===== src/rtl/ooo_pkg.sv =====
// ooo_pkg: shared definitions for the in-order dispatch slice.
//     - disp_state_e : dispatch FSM state encoding (IDLE / WAIT / HOLD)
//     - FU_CODE_W    : default width of funcUnitType (value = target RS index)
//     - CREDIT_W     : default width of a per-RS credit counter
package ooo_pkg;

    localparam int FU_CODE_W = 3;
    localparam int CREDIT_W  = 4;

    typedef enum logic [1:0] {
        ST_IDLE = 2'd0,
        ST_WAIT = 2'd1,
        ST_HOLD = 2'd2
    } disp_state_e;

endpackage


===== src/rtl/rs_credit_counter.sv =====
// rs_credit_counter: free-entry credit tracker for one reservation station.
// Starts at RS_DEPTH (RS empty). dec consumes a credit on dispatch, inc returns
// one when the RS frees an entry.
// Ports:
//     clock_i  in   clock
//     reset_i  in   async active-high reset, reloads RS_DEPTH
//     inc      in   credit return from the RS
//     dec      in   credit consumed by a dispatch
//     count    out  current credit count
//     nonzero  out  count != 0
module rs_credit_counter
    import ooo_pkg::*;
#(
    parameter int CREDIT_BITS = CREDIT_W,
    parameter int RS_DEPTH    = 8
) (
    input  logic                   clock_i,
    input  logic                   reset_i,
    input  logic                   inc,
    input  logic                   dec,
    output logic [CREDIT_BITS-1:0] count,
    output logic                   nonzero
);

    localparam logic [CREDIT_BITS-1:0] MAX_CREDIT = CREDIT_BITS'(RS_DEPTH);

    always_ff @(posedge clock_i or posedge reset_i) begin
        if (reset_i) begin
            count <= MAX_CREDIT;
        end else if (inc && dec) begin
            count <= count;
        end else if (dec) begin
            count <= count - 1'b1;
        end else if (inc && (count != MAX_CREDIT)) begin
            // A return at full credit is spurious and is dropped.
            count <= count + 1'b1;
        end
    end

    assign nonzero = (count != '0);

endmodule


===== src/rtl/inorder_dispatch_ctrl.sv =====
// inorder_dispatch_ctrl: dequeues the in-order instruction queue and routes each
// entry to the reservation station selected by its funcUnitType, stalling while
// the target RS has no free credit.
// Optional build macro: DISPATCH_PERF_EN enables the dispatch/stall perf counters;
// without it dispatchCount_o and stallCount_o are tied to 0.
// Ports:
//     clock_i, reset_i        clock, async active-high reset
//     queueEmpty_i            queue is empty
//     readEnable_o            1-cycle dequeue strobe
//     funcUnitType_i, majID_i queue output, valid the cycle after readEnable_o
//     flush_i                 drops any in-flight entry
//     creditReturn_i          per-RS one-entry-freed strobes
//     dispatchValid_o/RsSel/MajID  registered dispatch write to an RS
//     stall_o                 held entry waiting on a full RS
//     illegalFu_o             sticky: out-of-range funcUnitType seen
//     dispatchCount_o, stallCount_o  perf counters
module inorder_dispatch_ctrl
    import ooo_pkg::*;
#(
    parameter int funcUnitCodeSize        = FU_CODE_W,
    parameter int NUM_RS                  = 4,
    parameter int RS_DEPTH                = 8,
    parameter int CREDIT_BITS             = CREDIT_W,
    parameter int instructionCounterWidth = 64
) (
    input  logic                               clock_i,
    input  logic                               reset_i,
    input  logic                               queueEmpty_i,
    output logic                               readEnable_o,
    input  logic [funcUnitCodeSize-1:0]        funcUnitType_i,
    input  logic [instructionCounterWidth-1:0] majID_i,
    input  logic                               flush_i,
    input  logic [NUM_RS-1:0]                  creditReturn_i,
    output logic                               dispatchValid_o,
    output logic [NUM_RS-1:0]                  dispatchRsSel_o,
    output logic [instructionCounterWidth-1:0] dispatchMajID_o,
    output logic                               stall_o,
    output logic                               illegalFu_o,
    output logic [31:0]                        dispatchCount_o,
    output logic [31:0]                        stallCount_o
);

    disp_state_e state_q, state_d;

    logic [funcUnitCodeSize-1:0]        hold_fu_p1;
    logic [instructionCounterWidth-1:0] hold_maj_p1;

    logic [NUM_RS-1:0]      tgt_onehot;
    logic                   tgt_legal;
    logic [NUM_RS-1:0]      rs_nonzero;
    logic [NUM_RS-1:0]      rs_empty;
    logic [NUM_RS-1:0]      rs_dec;
    logic [CREDIT_BITS-1:0] rs_count [NUM_RS];
    logic                   credit_ok;
    logic                   credit_zero;

    logic read_en, latch_en, disp_go, stall, illegal_hit;

    logic                               disp_vld_p2;
    logic [NUM_RS-1:0]                  disp_sel_p2;
    logic [instructionCounterWidth-1:0] disp_maj_p2;
    logic                               illegal_q;

    // Target decode of the held entry
    always_comb begin
        tgt_onehot = '0;
        for (int n = 0; n < NUM_RS; n++) begin
            tgt_onehot[n] = (int'(hold_fu_p1) == n);
        end
    end

    assign tgt_legal = (int'(hold_fu_p1) < NUM_RS);
    // A return arriving this cycle can be spent immediately, even at zero credit.
    assign credit_ok   = |(tgt_onehot & (rs_nonzero | creditReturn_i));
    assign credit_zero = |(tgt_onehot & rs_empty & ~creditReturn_i);

    genvar n;
    generate
        for (n = 0; n < NUM_RS; n++) begin : g_rs
            rs_credit_counter #(
                .CREDIT_BITS (CREDIT_BITS),
                .RS_DEPTH    (RS_DEPTH)
            ) u_credit (
                .clock_i (clock_i),
                .reset_i (reset_i),
                .inc     (creditReturn_i[n]),
                .dec     (rs_dec[n]),
                .count   (rs_count[n]),
                .nonzero (rs_nonzero[n])
            );
            assign rs_empty[n] = (rs_count[n] == '0);
        end
    endgenerate

    assign rs_dec = disp_go ? tgt_onehot : '0;

    always_comb begin
        state_d     = state_q;
        read_en     = 1'b0;
        latch_en    = 1'b0;
        disp_go     = 1'b0;
        stall       = 1'b0;
        illegal_hit = 1'b0;
        case (state_q)
            ST_IDLE: begin
                if (!queueEmpty_i && !flush_i) begin
                    read_en = 1'b1;
                    state_d = ST_WAIT;
                end
            end
            ST_WAIT: begin
                if (flush_i) begin
                    state_d = ST_IDLE;
                end else begin
                    latch_en = 1'b1;
                    state_d  = ST_HOLD;
                end
            end
            ST_HOLD: begin
                if (flush_i) begin
                    state_d = ST_IDLE;
                end else if (!tgt_legal) begin
                    illegal_hit = 1'b1;
                    state_d     = ST_IDLE;
                end else if (credit_ok) begin
                    disp_go = 1'b1;
                    // Overlap the next dequeue with this dispatch.
                    if (!queueEmpty_i) begin
                        read_en = 1'b1;
                        state_d = ST_WAIT;
                    end else begin
                        state_d = ST_IDLE;
                    end
                end else begin
                    stall = credit_zero;
                end
            end
            default: state_d = ST_IDLE;
        endcase
    end

    assign readEnable_o = read_en;
    assign stall_o      = stall;

    // Stage p1: capture queue output while in WAIT
    always_ff @(posedge clock_i) begin
        if (latch_en) begin
            hold_fu_p1  <= funcUnitType_i;
            hold_maj_p1 <= majID_i;
        end
    end

    // Stage p2: registered dispatch write to the RS
    always_ff @(posedge clock_i or posedge reset_i) begin
        if (reset_i) begin
            state_q     <= ST_IDLE;
            disp_vld_p2 <= 1'b0;
            disp_sel_p2 <= '0;
            disp_maj_p2 <= '0;
            illegal_q   <= 1'b0;
        end else begin
            state_q     <= state_d;
            disp_vld_p2 <= disp_go;
            disp_sel_p2 <= disp_go ? tgt_onehot : '0;
            if (disp_go) begin
                disp_maj_p2 <= hold_maj_p1;
            end
            illegal_q   <= illegal_q | illegal_hit;
        end
    end

    assign dispatchValid_o = disp_vld_p2;
    assign dispatchRsSel_o = disp_sel_p2;
    assign dispatchMajID_o = disp_maj_p2;
    assign illegalFu_o     = illegal_q;

`ifdef DISPATCH_PERF_EN
    logic [31:0] disp_cnt_q, stall_cnt_q;

    // Counting the dispatch decision keeps the counter in step with dispatchValid_o.
    always_ff @(posedge clock_i or posedge reset_i) begin
        if (reset_i) begin
            disp_cnt_q  <= '0;
            stall_cnt_q <= '0;
        end else begin
            if (disp_go) disp_cnt_q  <= disp_cnt_q + 32'd1;
            if (stall)   stall_cnt_q <= stall_cnt_q + 32'd1;
        end
    end

    assign dispatchCount_o = disp_cnt_q;
    assign stallCount_o    = stall_cnt_q;
`else
    assign dispatchCount_o = '0;
    assign stallCount_o    = '0;
`endif

endmodule


===== config.mk =====
export PLATFORM = sky130hd
export DESIGN_NAME = inorder_dispatch_ctrl
export DESIGN_NICKNAME = d
export VERILOG_FILES = /design/src/rtl/ooo_pkg.sv /design/src/rtl/rs_credit_counter.sv /design/src/rtl/inorder_dispatch_ctrl.sv
export SDC_FILE = /design/constraint.sdc
export NUM_CORES = 1
export LEC_CHECK = 0
export CORE_MARGIN = 1
export CORE_UTILIZATION = 46
export DETAILED_ROUTE_END_ITERATION = 6
export GPL_ROUTABILITY_DRIVEN = 0
export GPL_TIMING_DRIVEN = 0
export PLACE_DENSITY = 0.8
export SLEW_MARGIN = 30
export SYNTH_ARGS = -nofsm -noshare
export SYNTH_HDL_FRONTEND = slang
export SYNTH_SLANG_ARGS = --single-unit

===== constraint.sdc =====
create_clock -name clock_i -period 8.4 [get_ports clock_i]
set_clock_uncertainty 0.05 [all_clocks]
set_input_delay 1.68 -clock clock_i [delete_from_list [all_inputs] [get_ports clock_i]]
set_output_delay 1.68 -clock clock_i [all_outputs]
set_load 0.01 [all_outputs]

==> metrics.csv, run 1 <==
stage,metric,value,unit
outcome,status,"complete, no violations",
grt,antenna_found_initial,0,
route,wl_per_cell,15.41,microns
setup_path,crit_start,flush_i,
cts,h-tree-depth,4,
pwr,pwr-share-comb,21.4,%
cts,cts_setup_buffers,0,
cts,cts_hold_buf,0,
die,die_width,120.2,microns
finish,post-route-util,67.43,%
cts,cts_tree,built,
route,vias,4028,
synth,synth_area,6431,sq um
setup_path,rrSetupSlack,5.55,ns
hold_path,whs_path_depth,1,
cts,clk_transition_reported_paths,0.07,ns
cts,cts_resized,0,
route,viasPerCell,4.700,
cts,clock_path_buffers,2,
sta,finalMaxSlewViolations,0,
sta,tightest_slew,0.5215,ns
placement,postPlaceCellArea,8424,sq um
finish,layout-area-overhead-vs-synth,41.05,%
setup_path,reg2reg_depth,9,
grt,grt_pass1_wl,20.82,mm
synth,ys_warn_count,0,
cts,clock_latency,0.42,ns
pwr,p_int,1.705,mW
synth,yosys.area.top_type,dfrtp_1,
pwr,p_seq_share,42.7,%
sta,fin_crit_sh,64.07,%
setup_path,end_kind,primary output,
pwr,p_leak,4.060,nW
cts,cts.sinks,155,
synth,synth_top_area_share,32.68,%
die,fp-row-count,42,
setup_path,critPathKind,in -> out,
synth,syn_avg_cell_area,14.85,sq um
die,die_area,14460,sq um
sta,holdWs,0.4086,ns
die,core-area,13450,sq um
cts,cts_buffers,17,
grt,grt-ovfl-total,0,
finish,antenna_cells,0,
route,antenna_left,0,
pwr,p_clk_share,36.0,%
hold_path,hold_class,reg -> reg,
synth,synth_top_flop_cell,dfrtp_1,
sta,max_clock_freq,0.1858,GHz
die,pin_count,211,
route,drc,0,
finish,regArea,4219,sq um
setup_path,timing.rr.end,g_rs[1].u_credit.count[3],
sta,layout_setup_ws,3.018,ns
sta,min_period,5.382,ns
pwr,p_sw_share,26.37,%
placement,place_ws,3.042,ns
sta,rsz0062_at_grt,no,
finish,fillCellCount,951,
grt,grt_pass1_vias,4090,
pwr,p_sw,0.6107,mW
setup_path,arrival,3.65,ns
setup_path,start_kind,input pin,
synth,yosysSeqAreaShare,65.60,%
finish,finalNetCount,755,
pwr,peakVddDrop,0.1869,mV
grt,groute.usage.overall,19.21,%
placement,numPortBuffers,143,
flow_run,max_cap_violations,0,
synth,ys_top_cells_by_area,"dfrtp_1, edfxtp_1, mux2_2, buf_4, dfstp_2",
setup_path,cp_max_fo,5,
die,initial_core_util,47.81,%
sta,maxSlewHeadroom,65.20,%
hold_path,hp-start,hold_maj_p1[2],
synth,synth_edf_count,67,
placement,dpl.hpwl,9.185,mm
synth,syn_inst,433,
synth,ys_ff_latch,155,
grt,grt_max_degree,57,
die,die_h,120.2,microns
sta,finalSetupViolCount,0,
finish,drive_gt1_share,28.05,%
synth,yosysUniqueCellTypes,49,
cts,cts_root_buffer,clkbuf_16,
finish,fin_area,9071,sq um
route,totalWireLength,13.21,mm
setup_path,worstPathRequired,6.67,ns
route,drtIter0Drc,143,
hold_path,holdPathEnd,dispatchMajID_o[2],
sta,final-hold-violation-count,0,
finish,multi_input_area,1822,sq um
route,drt-pass1-iter-count,4,
synth,synthArstFlopShare,56.77,%
pwr,powerDensity,255.3,nW/um^2
setup_path,r2r-start,hold_fu_p1[2],
-- layout make-up --
cell class	count	area share (%)
Clock inverter	14	2.290
Clock buffer	18	4.841
Inverter	21	0.9793
Multi-Input combinational cell	245	20.08
Tap cell	176	2.428
Buffer	75	6.041
Sequential cell	155	46.51
Timing Repair Buffer	153	16.83
-- power by group through the flow --
stage	Sequential (mW)	Combinational (mW)	Clock (mW)
floorplan	1.02	0.232	0
global placement	0.991	0.464	0
detailed placement	0.996	0.492	0
CTS	0.987	0.499	0.851
global route	1.00	0.540	0.873
finish	0.988	0.495	0.833
-- state kept, by name (all words and copies together), names as in the netlist --
register and count:
hold_fu_p1 3, g_rs.u_credit.count 16, hold_maj_p1 64, dispatchRsSel_o 4
state_q 2, dispatchMajID_o 64, illegalFu_o 1, dispatchValid_o 1
-- worst max-delay path: stages --
cell,delay (ns)
clkdlybuf4s50_1,0.49
or4b_4,0.55
nor3_1,0.32
clkdlybuf4s50_1,0.60
-- how the worst max path moves through the flow --
| stage | cells after the start | end | slack [ns] |
|---|---|---|---|
| floorplan | 2 | state_q[1] | 1.16 |
| global placement | 3 | state_q[1] | -1.79 |
| detailed placement | 4 | stall_o | 3.04 |
| CTS | 4 | stall_o | 3.02 |
| global route | 6 | readEnable_o | 2.93 |
| finish | 4 | stall_o | 3.02 |
-- stage by stage --
step                TNS [ns]  instances  power, mW
finish                     0        857      2.316
global route               0        857      2.416
floorplan                  0        496      1.249
detailed placement         0        825      1.488
global placement     -117.28        815      1.455
CTS                        0        857      2.337
-- metal layers --
| layer | up-vias | track usage, % | part of all wire [%] |
|---|---|---|---|
| met3 | 23 | 8.349 | 11 |
| met1 | 1924 | 21.14 | 37 |
| met5 | - | 0 | 0 |
| met2 | 205 | 31.86 | 50 |
| li1 | 1876 | - | - |
| met4 | 0 | 9.182 | 2.4 |
-- Yosys cell counts, types with 2 or more instances --
cell and n:
fa_1 4, buf_2 6, nor3_1 7, o21ai_1 2, a211o_1 2, inv_1 20
dfrtp_1 84, o21ai_0 5, nand3_1 6, nor2_1 9, a311oi_1 2, xnor2_1 2
edfxtp_1 67, mux2_1 5, o31a_1 2, nand2_1 12, or2_2 2, dfstp_2 4
mux2_2 60, nor3b_1 2, xor2_1 6, buf_4 69, a211oi_1 2, a21o_1 4
mux2i_1 5, a21oi_1 13, ha_1 8, or3_1 2
-- kinds of logic after synthesis --
family | Yosys count | share of synthesized area [%]
muxes | 70 | 12.16
DFF | 155 | 65.60
xor gates and xnor gates | 8 | 1.090
AOI/OAI and AO/OA | 43 | 4.553
other | 1 | 0.05831
and+or+nand+nor | 48 | 3.910
adders and majority gates | 12 | 2.802
buffers and inverters | 96 | 9.825
-- layout by cell type (no fill, tap or decap), drive strengths merged, types with 8 or more instances in the layout --
cell type,instances
nand2,12
buf,85
dfrtp,84
clkdlybuf4s50,143
clkbuf,18
ha,8
inv,26
a21oi,14
edfxtp,67
mux2,65
nor2,9
conb,64
No activity file was read; power rests on OpenSTA's default activity.
==> inputs of run 2 (changes only) <==
--- a/config.mk
+++ b/config.mk
@@ -6,11 +6,11 @@
 export NUM_CORES = 1
 export LEC_CHECK = 0
 export CORE_MARGIN = 1
-export CORE_UTILIZATION = 46
+export CORE_UTILIZATION = 42
 export DETAILED_ROUTE_END_ITERATION = 6
 export GPL_ROUTABILITY_DRIVEN = 0
 export GPL_TIMING_DRIVEN = 0
-export PLACE_DENSITY = 0.8
+export PLACE_DENSITY = 0.77
 export SLEW_MARGIN = 30
 export SYNTH_ARGS = -nofsm -noshare
 export SYNTH_HDL_FRONTEND = slang
==> constraint.sdc (replaced) <==
create_clock -name clock_i -period 4.69 [get_ports clock_i]
set_clock_uncertainty 0.05 [all_clocks]
set_input_delay 0.938 -clock clock_i [delete_from_list [all_inputs] [get_ports clock_i]]
set_output_delay 0.938 -clock clock_i [all_outputs]
set_load 0.01 [all_outputs]
==> metrics.csv, run 2 (synthesized netlist as in run 1, its figures left out) <==
stage,metric,value,unit
cts,cts_buffers,17,
finish,drive_gt1_share,27.43,%
pwr,p_int,2.876,mW
cts,cts_root_buffer,clkbuf_16,
finish,finalNetCount,752,
die,die_width,125.7,microns
grt,groute.usage.overall,17.50,%
grt,grt_pass1_wl,20.98,mm
pwr,powerDensity,438.8,nW/um^2
hold_path,hp-start,hold_maj_p1[3],
placement,postPlaceCellArea,8448,sq um
sta,holdWs,0.4094,ns
finish,antenna_cells,0,
sta,maxSlewHeadroom,55.41,%
finish,final_cells,862,
sta,tightest_slew,0.6644,ns
grt,grt_max_degree,68,
cts,cts_tree,built,
route,vias,4012,
pwr,p_sw_share,27.24,%
cts,clk_transition_reported_paths,0.06,ns
sta,min_period,4.088,ns
flow_run,max_cap_violations,0,
setup_path,worstPathRequired,3.70,ns
die,pin_count,211,
die,initial_core_util,43.59,%
sta,final-hold-violation-count,0,
route,wl_per_cell,15.31,microns
sta,layout_setup_ws,0.6019,ns
pwr,peakVddDrop,0.2705,mV
sta,rsz0062_at_grt,no,
cts,cts_hold_buf,0,
finish,layout-area-overhead-vs-synth,40.08,%
pwr,p_seq_share,44.6,%
finish,final_common_cell,clkdlybuf4s50_1,
cts,clock_path_buffers,2,
route,antenna_left,0,
placement,place_ws,0.7199,ns
setup_path,r2r-start,state_q[0],
grt,grt-ovfl-total,0,
pwr,p_sw,1.077,mW
setup_path,reg2reg_depth,9,
die,fp-row-count,44,
setup_path,arrival,3.10,ns
die,die_area,15810,sq um
finish,fin_area,9009,sq um
setup_path,critPathKind,in -> out,
hold_path,hold_class,reg -> reg,
route,drtIter0Drc,145,
setup_path,end_kind,primary output,
finish,regArea,4219,sq um
cts,clock_latency,0.42,ns
sta,max_clock_freq,0.2446,GHz
sta,finalSetupViolCount,0,
grt,antenna_found_initial,0,
outcome,status,"complete, no violations",
die,core-area,14750,sq um
hold_path,whs_path_depth,1,
route,drt-pass1-iter-count,4,
sta,finalMaxSlewViolations,0,
sta,tns,0,ns
pwr,p_clk_share,33.1,%
route,drc,0,
die,die_h,125.7,microns
finish,final_cell_mix,"clkdlybuf4s50_1, dfrtp_1, buf_4, edfxtp_1, conb_1",
finish,multi_input_area,1828,sq um
sta,fin_crit_sh,87.17,%
placement,dpl.hpwl,9.537,mm
cts,cts_setup_buffers,0,
finish,fillCellCount,1130,
placement,dp.cells,830,
hold_path,holdPathEnd,dispatchMajID_o[3],
grt,grt_pass1_vias,4159,
setup_path,rrSetupSlack,1.75,ns
placement,numPortBuffers,143,
route,viasPerCell,4.654,
cts,h-tree-depth,4,
setup_path,cp_max_fo,4,
cts,cts.sinks,155,
pwr,p_leak,4.007,nW
setup_path,start_kind,input pin,
cts,cts_resized,0,
setup_path,timing.rr.end,g_rs[0].u_credit.count[3],
pwr,pwr-share-comb,22.3,%
route,totalWireLength,13.19,mm
==> run 2: changes by cell type in the layout (fill, tap and decap cells not counted), sizes merged <==
| cell | previous run | this run |
|---|---|---|
| clkinv | 4 | 3 |
| bufinv | 4 | 1 |
| inv | 26 | 28 |
| clkinvlp | 1 | 2 |
| clkbuf | 18 | 19 |
| buf | 85 | 82 |
==> run 2: critical path: stages <==
cell             delay, ns
clkdlybuf4s50_1       0.58
nor3b_1               0.09
a211oi_1              0.47
o21bai_1              0.19
a21oi_1               0.25
clkdlybuf4s50_1       0.57
==> run 2: metrics by stage <==
stage               power [mW]  util [%]
floorplan                2.235         -
global placement         2.605     56.49
detailed placement       2.667     57.26
CTS                      3.994     61.06
global route             4.145     61.06
finish                   3.953     61.06
==> run 2: worst max path at each step <==
stage	startpoint	endpoint	slack, ns
final	creditReturn_i[3]	readEnable_o	0.60
after CTS	creditReturn_i[3]	readEnable_o	0.63
after global placement	flush_i	hold_maj_p1[0]	-1.27
after global routing	creditReturn_i[3]	readEnable_o	0.50
after floorplan	flush_i	hold_fu_p1[0]	0.60
after detailed placement	creditReturn_i[3]	readEnable_o	0.72
==> run 2: layout make-up <==
cell class | instances | area share (%)
Buffer | 75 | 6.083
Clock buffer | 19 | 4.806
Clock inverter | 13 | 1.417
Inverter | 21 | 0.9861
Multi-Input combinational cell | 245 | 20.29
Sequential cell | 155 | 46.83
Tap cell | 184 | 2.556
Timing Repair Buffer | 150 | 17.03
==> run 2: per-layer routing <==
metal | track usage, % | vias up | share of wire [%]
met5 | 0 | - | 0
met4 | 7.583 | 0 | 2.0
met3 | 7.349 | 22 | 9.5
met2 | 29.87 | 190 | 50
met1 | 19.12 | 1931 | 38
li1 | - | 1869 | -
==> run 2: power by group through the flow <==
| stage | registers (mW) | logic (mW) | clock network [mW] |
|---|---|---|---|
| CTS | 1.76 | 0.888 | 1.34 |
| detailed placement | 1.79 | 0.879 | 0 |
| global placement | 1.78 | 0.830 | 0 |
| floorplan | 1.82 | 0.415 | 0 |
| finish | 1.76 | 0.880 | 1.31 |
| global route | 1.79 | 0.958 | 1.40 |
==> inputs of run 3 (changes only) <==
--- a/config.mk
+++ b/config.mk
@@ -6,11 +6,11 @@
 export NUM_CORES = 1
 export LEC_CHECK = 0
 export CORE_MARGIN = 1
-export CORE_UTILIZATION = 42
+export CORE_UTILIZATION = 46
 export DETAILED_ROUTE_END_ITERATION = 6
 export GPL_ROUTABILITY_DRIVEN = 0
 export GPL_TIMING_DRIVEN = 0
-export PLACE_DENSITY = 0.77
+export PLACE_DENSITY = 0.8
 export SLEW_MARGIN = 30
 export SYNTH_ARGS = -nofsm -noshare
 export SYNTH_HDL_FRONTEND = slang
==> constraint.sdc (replaced) <==
create_clock -name clock_i -period 4.4 [get_ports clock_i]
set_clock_uncertainty 0.05 [all_clocks]
set_input_delay 0.88 -clock clock_i [delete_from_list [all_inputs] [get_ports clock_i]]
set_output_delay 0.88 -clock clock_i [all_outputs]
set_load 0.01 [all_outputs]
==> metrics.csv, run 3 (synthesized netlist as in run 1, its figures left out) <==
stage,metric,value,unit
finish,final_cell_mix,"clkdlybuf4s50_1, dfrtp_1, buf_4, edfxtp_1, conb_1",
sta,holdWs,0.4116,ns
setup_path,start_kind,input pin,
finish,layout-area-overhead-vs-synth,39.98,%
grt,groute.usage.overall,18.76,%
cts,clock_path_buffers,2,
sta,maxSlewHeadroom,60.91,%
route,totalWireLength,12.92,mm
grt,grt-ovfl-total,0,
route,drc,0,
sta,rsz0062_at_grt,no,
die,fp-row-count,42,
setup_path,path_delay_family,buffers and inverters,
cts,cts_tree,built,
finish,antenna_cells,0,
placement,place_ws,0.5839,ns
cts,cts_hold_buf,0,
route,vias,3980,
finish,post-route-util,66.92,%
pwr,p_sw,1.149,mW
die,die_width,120.2,microns
cts,cts_root_buffer,clkbuf_16,
grt,grt_max_degree,52,
die,core-area,13450,sq um
cts,cts_resized,0,
grt,grt_pass1_wl,20.42,mm
finish,fillCellCount,972,
route,wl_per_cell,15.14,microns
setup_path,cp_max_fo,5,
hold_path,hold_class,reg -> reg,
pwr,p_sw_share,27.17,%
sta,finalSetupViolCount,0,
sta,layout_setup_ws,0.6061,ns
pwr,pwr-share-comb,22.1,%
finish,drive_gt1_share,27.62,%
sta,tightest_slew,0.5782,ns
cts,clk_transition_reported_paths,0.06,ns
flow_run,max_cap_violations,0,
finish,finalNetCount,751,
pwr,p_seq_share,44.6,%
sta,fin_crit_sh,86.23,%
route,viasPerCell,4.666,
pwr,peakVddDrop,0.3531,mV
route,drtIter0Drc,134,
cts,h-tree-depth,4,
pwr,p_int,3.079,mW
cts,cts.sinks,155,
die,pin_count,211,
die,initial_core_util,47.81,%
pwr,p_clk_share,33.3,%
sta,min_period,3.794,ns
cts,cts_setup_buffers,0,
route,antenna_left,0,
sta,max_clock_freq,0.2636,GHz
grt,antenna_found_initial,0,
grt,grt_pass1_vias,4185,
setup_path,cp_common_cell,clkdlybuf4s50_1,
cts,cts_buffers,17,
sta,finalMaxSlewViolations,0,
setup_path,path_buf_inv,2,
setup_path,cp_slowest_cell,clkdlybuf4s50_1,
setup_path,critPathKind,in -> out,
sta,final-hold-violation-count,0,
pwr,powerDensity,469.5,nW/um^2
outcome,status,"complete, no violations",
pwr,p_leak,4.014,nW
cts,clock_latency,0.41,ns
setup_path,slowest_delay,0.59,ns
setup_path,worstPathRequired,3.47,ns
setup_path,path_cells,"clkdlybuf4s50_1, or4b_4, nor3_1, clkdlybuf4s50_1",
setup_path,arrival,2.86,ns
placement,dpl.hpwl,9.267,mm
die,die_area,14460,sq um
die,die_h,120.2,microns
route,drt-pass1-iter-count,4,
placement,numPortBuffers,143,
setup_path,end_kind,primary output,
finish,final_common_cell,clkdlybuf4s50_1,
## run 3: cell count changes in the layout (fill, tap and decap cells not counted), sizes merged
cell / before / now
clkinv: 3 / 8
buf: 82 / 81
clkinvlp: 2 / 1
clkbuf: 19 / 18
inv: 28 / 25
## run 3: power by group through the flow
| stage | logic [mW] | clock network [mW] | registers (mW) |
|---|---|---|---|
| 3_5_place_dp | 0.935 | 0 | 1.91 |
| 4_1_cts | 0.944 | 1.44 | 1.89 |
| 3_3_place_gp | 0.882 | 0 | 1.89 |
| 2_1_floorplan | 0.442 | 0 | 1.94 |
| 6_report | 0.932 | 1.41 | 1.89 |
| 5_1_grt | 1.02 | 1.49 | 1.91 |
## run 3: layout make-up
type                    count  area (sq um)  area share, %
plain buffers              75         548.0          6.088
multi-input cells         245          1828          20.31
flip-flops and latches    155          4219          46.87
clock buffers              18         439.2          4.878
clock inverters            14         136.4          1.515
inverters                  21         88.84         0.9868
repair buffers            149          1523          16.91
well taps                 176         220.2          2.446
## run 3: routing by layer
metal	GRT usage (%)	up-vias	part of all wire, %
li1	-	1878	-
met4	8.256	0	1.5
met1	19.51	1917	37
met2	33.08	170	51
met5	0	-	0
met3	7.689	15	10
## run 3: worst register-to-register path: stages, from the launching register on
cell and delay, ns:
dfrtp_1 0.43, or4b_4 0.59, a2111oi_2 0.28, buf_2 0.31, ha_1 0.27, a21o_1 0.17, a21oi_1 0.23, nand2_1 0.11
a21oi_1 0.17, o311a_1 0.18
## run 3: per-stage QoR
step	std cells	setup TNS (ns)	total power, mW	cell area (sq um)
after floorplan	496	0	2.382	6673
after global placement	815	-130.00	2.773	8324
after detailed placement	821	0	2.845	8427
after CTS	853	0	4.274	9002
after global routing	853	0	4.427	9002
final	853	0	4.227	9002
## run 3: path summary, 6_finish.rpt
check                               startpoint                        end  slack [ns]  cells after the start
worst max-delay path                   flush_i                    stall_o        0.61                      4
worst min-delay path            hold_maj_p1[3]         dispatchMajID_o[3]        0.41                      1
worst max register to register      state_q[0]  g_rs[0].u_credit.count[3]        1.55                      9
worst min register to register  hold_maj_p1[3]         dispatchMajID_o[3]        0.41                      1
max in group asynchronous              reset_i  g_rs[1].u_credit.count[3]        2.87                      3
min in group asynchronous              reset_i        dispatchMajID_o[29]        0.79                      2
